==> config.mk <==
export PLATFORM = sky130hd
export DESIGN_NAME = caliptra_ss_soc_rst_seq_flat
export DESIGN_NICKNAME = d
export VERILOG_FILES = /design/src/rtl/caliptra_ss_soc_rst_seq_if.sv /design/src/rtl/caliptra_ss_soc_rst_seq.sv /design/src/flat_wrapper.sv
export SDC_FILE = /design/constraint.sdc
export NUM_CORES = 1
export LEC_CHECK = 0
export CORE_UTILIZATION = 35
export DETAILED_ROUTE_END_ITERATION = 12
export GPL_ROUTABILITY_DRIVEN = 0
export HOLD_SLACK_MARGIN = 0.02
export SLEW_MARGIN = 25
export SYNTH_ARGS = -nofsm -noshare
export SYNTH_HDL_FRONTEND = slang
export SYNTH_SLANG_ARGS = --single-unit
==> constraint.sdc <==
create_clock -name core_clk -period 2 [get_ports core_clk]
set_input_delay 0.2 -clock core_clk [delete_from_list [all_inputs] [get_ports core_clk]]
set_output_delay 0.2 -clock core_clk [all_outputs]
set_load 0.01 [all_outputs]
==> src/rtl/caliptra_ss_soc_rst_seq_if.sv <==
// Request/acknowledge and status bundle of the SoC reset sequencer.
// master = SoC-side requester, slave = sequencer.
interface caliptra_ss_soc_rst_seq_if;
   logic       hard_on_req_i;
   logic       hard_off_req_i;
   logic       warm_rst_req_i;
   logic       warm_rel_req_i;
   logic       mcu_halt_ack_i;
   logic       cptra_pwrgood_o;
   logic       cptra_rst_b_o;
   logic       mcu_halt_req_o;
   logic       done_o;
   logic       req_ignored_o;
   logic       halt_timeout_o;
   logic [2:0] state_o;

   modport master (
      output hard_on_req_i, hard_off_req_i, warm_rst_req_i, warm_rel_req_i, mcu_halt_ack_i,
      input  cptra_pwrgood_o, cptra_rst_b_o, mcu_halt_req_o, done_o, req_ignored_o,
             halt_timeout_o, state_o
   );

   modport slave (
      input  hard_on_req_i, hard_off_req_i, warm_rst_req_i, warm_rel_req_i, mcu_halt_ack_i,
      output cptra_pwrgood_o, cptra_rst_b_o, mcu_halt_req_o, done_o, req_ignored_o,
             halt_timeout_o, state_o
   );
endinterface

==> src/rtl/caliptra_ss_soc_rst_seq.sv <==
// Subsystem power-good / reset sequencer with MCU halt handshake.
// One shared 16-bit down-counter times every delay state; all outputs are registered.
module caliptra_ss_soc_rst_seq #(
   parameter int unsigned PWRGOOD_DLY  = 5,
   parameter int unsigned RST_DLY      = 100,
   parameter int unsigned HALT_TIMEOUT = 100
) (
   input logic                        core_clk,
   input logic                        rst_b,
   caliptra_ss_soc_rst_seq_if.slave   sif
);

   typedef enum logic [2:0] {
      ST_OFF     = 3'd0,
      ST_PWR_DLY = 3'd1,
      ST_PWR_ON  = 3'd2,
      ST_RST_DLY = 3'd3,
      ST_RUN     = 3'd4,
      ST_HALT    = 3'd5
   } state_t;

   generate
      if (PWRGOOD_DLY > 65535 || RST_DLY > 65535 || HALT_TIMEOUT > 65535) begin : g_bad_param
         $error("caliptra_ss_soc_rst_seq: delay parameters must fit the 16-bit counter");
      end
   endgenerate

   localparam logic [15:0] PWRGOOD_CNT = 16'(PWRGOOD_DLY);
   localparam logic [15:0] RST_CNT     = 16'(RST_DLY);
   localparam logic [15:0] HALT_CNT    = 16'(HALT_TIMEOUT);

   state_t      state_reg;
   logic [15:0] cnt_reg;
   logic        pwrgood_reg;
   logic        rst_b_o_reg;
   logic        halt_req_reg;
   logic        hard_type_reg;
   logic        done_reg;
   logic        ignored_reg;
   logic        timeout_reg;

   logic acc_off, acc_warm, acc_on, acc_rel, ignored_next;

   // Pick the single request this state acts on (hard_off > warm_rst > hard_on > warm_rel);
   // every other asserted request is reported as ignored, never queued.
   always_comb begin
      acc_off  = sif.hard_off_req_i &&
                 (state_reg == ST_PWR_DLY || state_reg == ST_RST_DLY ||
                  state_reg == ST_PWR_ON  || state_reg == ST_RUN);
      acc_warm = sif.warm_rst_req_i && (state_reg == ST_RUN) && !acc_off;
      acc_on   = sif.hard_on_req_i  && (state_reg == ST_OFF) && !acc_off && !acc_warm;
      acc_rel  = sif.warm_rel_req_i && (state_reg == ST_PWR_ON) && !acc_off;
      ignored_next = (sif.hard_off_req_i && !acc_off)  || (sif.warm_rst_req_i && !acc_warm) ||
                     (sif.hard_on_req_i  && !acc_on)   || (sif.warm_rel_req_i && !acc_rel);
   end

   always_ff @(posedge core_clk or negedge rst_b) begin
      if (!rst_b) begin
         state_reg     <= ST_OFF;
         cnt_reg       <= '0;
         pwrgood_reg   <= 1'b0;
         rst_b_o_reg   <= 1'b0;
         halt_req_reg  <= 1'b0;
         hard_type_reg <= 1'b0;
         done_reg      <= 1'b0;
         ignored_reg   <= 1'b0;
         timeout_reg   <= 1'b0;
      end else begin
         done_reg    <= 1'b0;
         ignored_reg <= ignored_next;
         case (state_reg)
            ST_OFF: begin
               if (acc_on) begin
                  cnt_reg   <= PWRGOOD_CNT;
                  state_reg <= ST_PWR_DLY;
               end
            end
            ST_PWR_DLY, ST_RST_DLY: begin
               if (acc_off) begin
                  pwrgood_reg <= 1'b0;
                  rst_b_o_reg <= 1'b0;
                  done_reg    <= 1'b1;
                  cnt_reg     <= '0;
                  state_reg   <= ST_OFF;
               end else if (cnt_reg != 16'd0) begin
                  cnt_reg <= cnt_reg - 16'd1;
               end else if (state_reg == ST_PWR_DLY) begin
                  pwrgood_reg <= 1'b1;
                  cnt_reg     <= RST_CNT;
                  state_reg   <= ST_RST_DLY;
               end else begin
                  rst_b_o_reg <= 1'b1;
                  done_reg    <= 1'b1;
                  state_reg   <= ST_RUN;
               end
            end
            ST_RUN: begin
               if (acc_off || acc_warm) begin
                  halt_req_reg  <= 1'b1;
                  cnt_reg       <= HALT_CNT;
                  hard_type_reg <= acc_off;
                  state_reg     <= ST_HALT;
               end
            end
            ST_HALT: begin
               // An ack on the same edge the counter expires wins: no timeout flag.
               if (sif.mcu_halt_ack_i || cnt_reg == 16'd0) begin
                  halt_req_reg <= 1'b0;
                  rst_b_o_reg  <= 1'b0;
                  done_reg     <= 1'b1;
                  if (!sif.mcu_halt_ack_i) timeout_reg <= 1'b1;
                  if (hard_type_reg) begin
                     pwrgood_reg <= 1'b0;
                     state_reg   <= ST_OFF;
                  end else begin
                     state_reg   <= ST_PWR_ON;
                  end
               end else begin
                  cnt_reg <= cnt_reg - 16'd1;
               end
            end
            ST_PWR_ON: begin
               if (acc_off) begin
                  pwrgood_reg <= 1'b0;
                  done_reg    <= 1'b1;
                  state_reg   <= ST_OFF;
               end else if (acc_rel) begin
                  cnt_reg   <= RST_CNT;
                  state_reg <= ST_RST_DLY;
               end
            end
            default: begin
               pwrgood_reg  <= 1'b0;
               rst_b_o_reg  <= 1'b0;
               halt_req_reg <= 1'b0;
               state_reg    <= ST_OFF;
            end
         endcase
      end
   end

   assign sif.cptra_pwrgood_o = pwrgood_reg;
   assign sif.cptra_rst_b_o   = rst_b_o_reg;
   assign sif.mcu_halt_req_o  = halt_req_reg;
   assign sif.done_o          = done_reg;
   assign sif.req_ignored_o   = ignored_reg;
   assign sif.halt_timeout_o  = timeout_reg;
   assign sif.state_o         = state_reg;

endmodule

==> src/flat_wrapper.sv <==
// flat-port wrapper written by rule: the top's interface ports become plain ports
module caliptra_ss_soc_rst_seq_flat 
#(
   parameter int unsigned PWRGOOD_DLY  = 5,
   parameter int unsigned RST_DLY      = 100,
   parameter int unsigned HALT_TIMEOUT = 100
)
  (core_clk, rst_b, sif_hard_on_req_i, sif_hard_off_req_i, sif_warm_rst_req_i, sif_warm_rel_req_i, sif_mcu_halt_ack_i, sif_cptra_pwrgood_o, sif_cptra_rst_b_o, sif_mcu_halt_req_o, sif_done_o, sif_req_ignored_o, sif_halt_timeout_o, sif_state_o);
  caliptra_ss_soc_rst_seq_if sif_i ();
  input logic core_clk;
  input logic rst_b;
  input wire logic [$bits(sif_i.hard_on_req_i)-1:0] sif_hard_on_req_i;
  input wire logic [$bits(sif_i.hard_off_req_i)-1:0] sif_hard_off_req_i;
  input wire logic [$bits(sif_i.warm_rst_req_i)-1:0] sif_warm_rst_req_i;
  input wire logic [$bits(sif_i.warm_rel_req_i)-1:0] sif_warm_rel_req_i;
  input wire logic [$bits(sif_i.mcu_halt_ack_i)-1:0] sif_mcu_halt_ack_i;
  output wire logic [$bits(sif_i.cptra_pwrgood_o)-1:0] sif_cptra_pwrgood_o;
  output wire logic [$bits(sif_i.cptra_rst_b_o)-1:0] sif_cptra_rst_b_o;
  output wire logic [$bits(sif_i.mcu_halt_req_o)-1:0] sif_mcu_halt_req_o;
  output wire logic [$bits(sif_i.done_o)-1:0] sif_done_o;
  output wire logic [$bits(sif_i.req_ignored_o)-1:0] sif_req_ignored_o;
  output wire logic [$bits(sif_i.halt_timeout_o)-1:0] sif_halt_timeout_o;
  output wire logic [$bits(sif_i.state_o)-1:0] sif_state_o;
  assign sif_i.hard_on_req_i = sif_hard_on_req_i;
  assign sif_i.hard_off_req_i = sif_hard_off_req_i;
  assign sif_i.warm_rst_req_i = sif_warm_rst_req_i;
  assign sif_i.warm_rel_req_i = sif_warm_rel_req_i;
  assign sif_i.mcu_halt_ack_i = sif_mcu_halt_ack_i;
  assign sif_cptra_pwrgood_o = sif_i.cptra_pwrgood_o;
  assign sif_cptra_rst_b_o = sif_i.cptra_rst_b_o;
  assign sif_mcu_halt_req_o = sif_i.mcu_halt_req_o;
  assign sif_done_o = sif_i.done_o;
  assign sif_req_ignored_o = sif_i.req_ignored_o;
  assign sif_halt_timeout_o = sif_i.halt_timeout_o;
  assign sif_state_o = sif_i.state_o;
  caliptra_ss_soc_rst_seq #(.PWRGOOD_DLY(PWRGOOD_DLY), .RST_DLY(RST_DLY), .HALT_TIMEOUT(HALT_TIMEOUT)) u_core (.core_clk(core_clk), .rst_b(rst_b), .sif(sif_i));
endmodule
Yosys cells after proc, flatten, opt, wreduce, memory -nomap -nowiden
Index checks and enable logic that the tools add are counted.

Add/sub/neg operators: 1. Eq/ne operators: 18. Muxes and demuxes: 39. Bitwise operators: 4. Reduce and logical (&&, ||, !) cells: 39.

Operators by type and width (number): 2-to-1 mux 16 bit (8); case mux 16 bit (5 select lines) (1); 2-to-1 mux 3 bit (8); zero test 16 bit (1); 2-to-1 mux 1 bit (16); nonzero test 16 bit (1); subtractor 16 x 1 -> 16 bit (second input constant) (1); case mux 3 bit (5 select lines) (1); logical AND 1 bit (12); inequality test 2 x 1 -> 1 bit (second input constant) (5); case mux 1 bit (3 select lines) (3); logical OR 1 bit (8); AND reduction 7 bit (1); == test 3 x 2 -> 1 bit (second input constant) (2); == test 3 bit (second input constant) (2); inequality test 2 bit (second input constant) (3); inequality test 3 x 1 -> 1 bit (second input constant) (2); inequality test 3 x 2 -> 1 bit (second input constant) (2); AND reduction 3 bit (2); AND reduction 6 bit (1); AND reduction 5 bit (1); nonzero test 5 bit (1); zero test 1 bit (4); inequality test 4 x 1 -> 1 bit (second input constant) (1); 10 further kinds (14).

Bits in registers: 26. Bits of input ports: 7. Output and inout port bits: 9.

Longest topological paths before layout
Depth in word-level cells: 13. Gate-level depth with buffers: 9.

Worst setup path after synthesis
Ideal clock, no wire load.

Path type: register to register. From: register u_core.cnt_reg[11]. To: register u_core.pwrgood_reg (netlist: u_core.sif.cptra_pwrgood_o). Setup time: 128 ps. Arrival time: 2031 ps. Required time: 1872 ps. Path slack: -158 ps. Stages on the path, launching flop included: 7. Path buffers: 1. Period minus slack after synthesis: 2158 ps. Path through: dfrtp_1 > or4_1 > buf_2 > a2111oi_4 > a22oi_1 > nand2_2 > mux2_1.

Word-level cells in the longest chain between the ends: 4. Elaborated cells on any way between the ends: 6. Classes of those cells: 2 x eq/ne; 4 x reduce/logical.

Ends and longest elaborated chain: start, declared (RTL line caliptra_ss_soc_rst_seq.sv:33) `logic [15:0] cnt_reg;`; start signal, assigned (RTL line caliptra_ss_soc_rst_seq.sv:86) `cnt_reg <= cnt_reg - 16'd1;`; start signal, assigned (RTL line caliptra_ss_soc_rst_seq.sv:119) `cnt_reg <= cnt_reg - 16'd1;`; zero test 16 bit (RTL line caliptra_ss_soc_rst_seq.sv:107) `if (sif.mcu_halt_ack_i || cnt_reg == 16'd0) begin`; logical OR 1 bit (RTL line caliptra_ss_soc_rst_seq.sv:107); inequality test 2 x 1 -> 1 bit (no line); AND reduction 6 bit (no line) (*); end signal, assigned (RTL line caliptra_ss_soc_rst_seq.sv:113) `pwrgood_reg <= 1'b0;`; end signal, assigned (RTL line caliptra_ss_soc_rst_seq.sv:124) `pwrgood_reg <= 1'b0;`; end signal, assigned (RTL line caliptra_ss_soc_rst_seq.sv:133) `pwrgood_reg <= 1'b0;`; end, declared (RTL line caliptra_ss_soc_rst_seq.sv:34) `logic pwrgood_reg;`.

Mark *: on every way between the ends. The rest lies on a longest branch, timed or not. A chain may end at the register's enable or synchronous reset.

Final worst setup path
From: register u_core.cnt_reg[13]. To: register u_core.cnt_reg[15].

Word-level cells in the longest chain between the ends: 4. Elaborated cells on any way between the ends: 11. Classes of those cells: 1 x add/sub; 2 x eq/ne; 4 x mux; 4 x reduce/logical.

Ends and longest elaborated chain (RTL line): subtractor 16 x 1 -> 16 bit (tied with other cells) (caliptra_ss_soc_rst_seq.sv:86, caliptra_ss_soc_rst_seq.sv:119); 2-to-1 mux 16 bit or logical OR 1 bit (tied branches) (caliptra_ss_soc_rst_seq.sv:85, caliptra_ss_soc_rst_seq.sv:107); 2-to-1 mux 16 bit or inequality test 2 bit (tied branches); case mux 16 bit (5 select lines) or AND reduction 7 bit (tied branches).

Parallel ways exist; a longest one is shown, timed or not. The select of a mux whose other input is x is not followed.

==> flow_summary.toml <==
[run_status]
status = "finished with violations"
violations = "setup timing"

[setup_path]
start_kind = "register"
slowest_stage = "or4_4"
ff2ff_path_depth = 6
cp_data_required_time_ns = 2.16
crit_buf_inv = 1
worstSetupStartpoint = "u_core.cnt_reg[13]$_DFFE_PN0P_"
reg2reg_from = "u_core.cnt_reg[13]$_DFFE_PN0P_"
crit_family = "simple AND/OR/NAND/NOR gates"
critPathCapture = "u_core.cnt_reg[15]$_DFFE_PN0P_"
path_cells = "or4_4 -> a2111oi_4 -> a22oi_2 -> buf_4 -> and3_4 -> a22o_1"
cpPeakStageDelay_ns = 0.59
criticalPathCategory = "register to register"
path_max_fanout = 5
worstReg2RegEnd = "u_core.cnt_reg[15]$_DFFE_PN0P_"
rrSetupSlack_ns = -0.02
arrival_ns = 2.18
cp-end-kind = "register"
crit_cells = 6

[cells_and_area]
largest_reg_flops = 16
fillCellCount = 411
multi_input_area_um2 = 908
num_antenna_cells = 0
fin_util = 0.508
nets = 243
area_delta_synth_final_pct = 38.8
layout-drive-gt1-share = 0.278
finalNonFillerCells = 286
regArea_um2 = 652

[global_route]
grt_pass1_vias = 1644
antenna_found_initial = 0
gr-total-overflow = 0
grt_max_degree = 27
grt_pass1_wl_um = 7720
gr-usage-all-layers = 0.197

[logic_synthesis]
yosysMostFrequentCell = "dfrtp_1"
synth_area_mm2 = 0.00159
yosys.area.top_type_share = 0.408
syn_nets = 190
yosysUniqueCellTypes = 52
avgSynthCellArea_um2 = 8.75
synthCells = 182
synthFlopType = "dfrtp_1"
ys_seq_area_frac = 0.408
synth-seq-cells = 26
yosysTopAreaCell = "dfrtp_1"
synth_warnings = 0
ys_top_cells_by_area = "dfrtp_1 41%, o21ai_0 6.9%, a21oi_1 4.1%"
synth_edf_count = 0
synth_commonest_cells = "26 x dfrtp_1, 22 x o21ai_0, 13 x a21oi_1, 13 x nand2_1, 13 x nor2_1"
async_flop_share = 1.00

[die]
die_w_um = 69.5
start_util = 0.366
die_y_um = 69.5
dieArea_mm2 = 0.00482
rows = 24
io-pin-count = 16
core-area_mm2 = 0.00435

[timing]
fin_crit_ns = 2.02
slew_headroom = 0.736
fin_skew_ns = 0.00996
finalHoldViolCount = 0
max_clock_freq_mhz = 495
fin_crit_sh = 1.01
final_max_slew_viol_count = 0
rsz0062_at_grt = "yes"
setup_violations = 1
worst_pin_slew_ns = 0.392
tns_ns = -0.0188
setup_ws_ns = -0.0188

[drt]
ant_nets = 0
dr_total_vias = 1623
drt_wl_total_um = 4480
first_iter_violations = 137
dr.pass1.iters = 4
drc = 0
wire_per_inst_um = 15.7
vias_per_cell = 5.67

[power_and_ir_drop]
powerDensity_mw_per_mm2 = 1630
p_leak_nw = 0.959
p_total_w = 0.00359
peakVddDrop_uv = 652

[clock_tree]
root_buffer = "clkbuf_8"
cts_buffers = 3
htree_num_levels = 1
cts.clk_slew.worst_paths_ns = 0.10
cts.path.max_buffers = 2
holdBufCountCts = 0
cts.sinks = 26
clock_latency_ns = 0.28
cts_tree = "yes"

[placement]
dpl.hpwl_um = 3410
portBuffers = 15
dp_cells = 280
dp_slack_ns = -0.138

[flow_run]
maxCapViolCount = 0

[hold_path]
hold_class = "input pin to asynchronous set/reset pin"
power breakdown:
part / switching, W / internal, W
registers: 0.000173 / 0.000691
logic: 0.00113 / 0.00116
clock network: 0.000175 / 0.000268
total: 0.00148 / 0.00212
cell families after synthesis:
| kind of cell | synth area share |
|---|---|
| simple gates | 0.209 |
| fa+ha+maj | 0.00785 |
| mux | 0.00707 |
| compound gates | 0.309 |
| flops | 0.408 |
| xor+xnor | 0.00550 |
| buf+inv | 0.0534 |
layer usage:
metal | global-route usage | wire [µm] | vias to the layer above
met4 | 0.0816 | 48 | 0
met3 | 0.0203 | 225 | 5
met1 | 0.278 | 2110 | 760
met5 | 0 | 0 | -
met2 | 0.309 | 2100 | 75
li1 | - | - | 783
cell usage in the layout (no fill, tap or decap), drive strengths merged, types with 2 or more instances in the layout:
| master | count |
|---|---|
| buf | 44 |
| dfrtp | 26 |
| o21ai | 23 |
| clkdlybuf4s50 | 15 |
| nor2 | 14 |
| nand2 | 14 |
| a21oi | 13 |
| inv | 8 |
| nor3 | 7 |
| nand3 | 6 |
| o22ai | 5 |
| o21a | 5 |
| nor2b | 3 |
| nand2b | 3 |
| clkbuf | 3 |
| a22o | 3 |
| a31oi | 3 |
| or4 | 3 |
| a22oi | 3 |
| and3 | 2 |
| nand3b | 2 |
| or3 | 2 |
| a21o | 2 |
| o31ai | 2 |
| a31o | 2 |
layout make-up:
class / count / share of cell area
tap: 52 / 0.0294
inverter: 8 / 0.0136
clock inverter: 1 / 0.0136
multi-input combinational: 137 / 0.411
clock buffer: 3 / 0.0187
timing repair buffer: 59 / 0.219
sequential: 26 / 0.295
worst min-delay path by stage:
stage	to	startpoint	depth (start not counted)	slack, ns
floorplan	u_core.cnt_reg[0]$_DFFE_PN0P_	rst_b	0	-0.1
global placement	u_core.sif.halt_timeout_o$_DFFE_PN0P_	u_core.sif.halt_timeout_o$_DFFE_PN0P_	1	0.45
detailed placement	u_core.sif.halt_timeout_o$_DFFE_PN0P_	u_core.sif.halt_timeout_o$_DFFE_PN0P_	1	0.45
CTS	u_core.cnt_reg[3]$_DFFE_PN0P_	rst_b	2	0.30
global route	u_core.cnt_reg[3]$_DFFE_PN0P_	rst_b	2	0.33
finish	u_core.cnt_reg[7]$_DFFE_PN0P_	rst_b	2	0.29
timing repair:
item,in CTS,in global routing
pin swaps,0,2
endpoints found under the setup margin,16,19
setup buffers,0,2
resized for setup,4,8
through the flow:
step           instance area (µm²)  hold WS [ns]
2_1_floorplan                 1620       -0.0956
3_3_place_gp                  2090         0.446
3_5_place_dp                  2090         0.451
4_1_cts                       2170         0.301
5_1_grt                       2210         0.325
6_report                      2210         0.288
No activity file was read; power rests on OpenSTA's default activity.
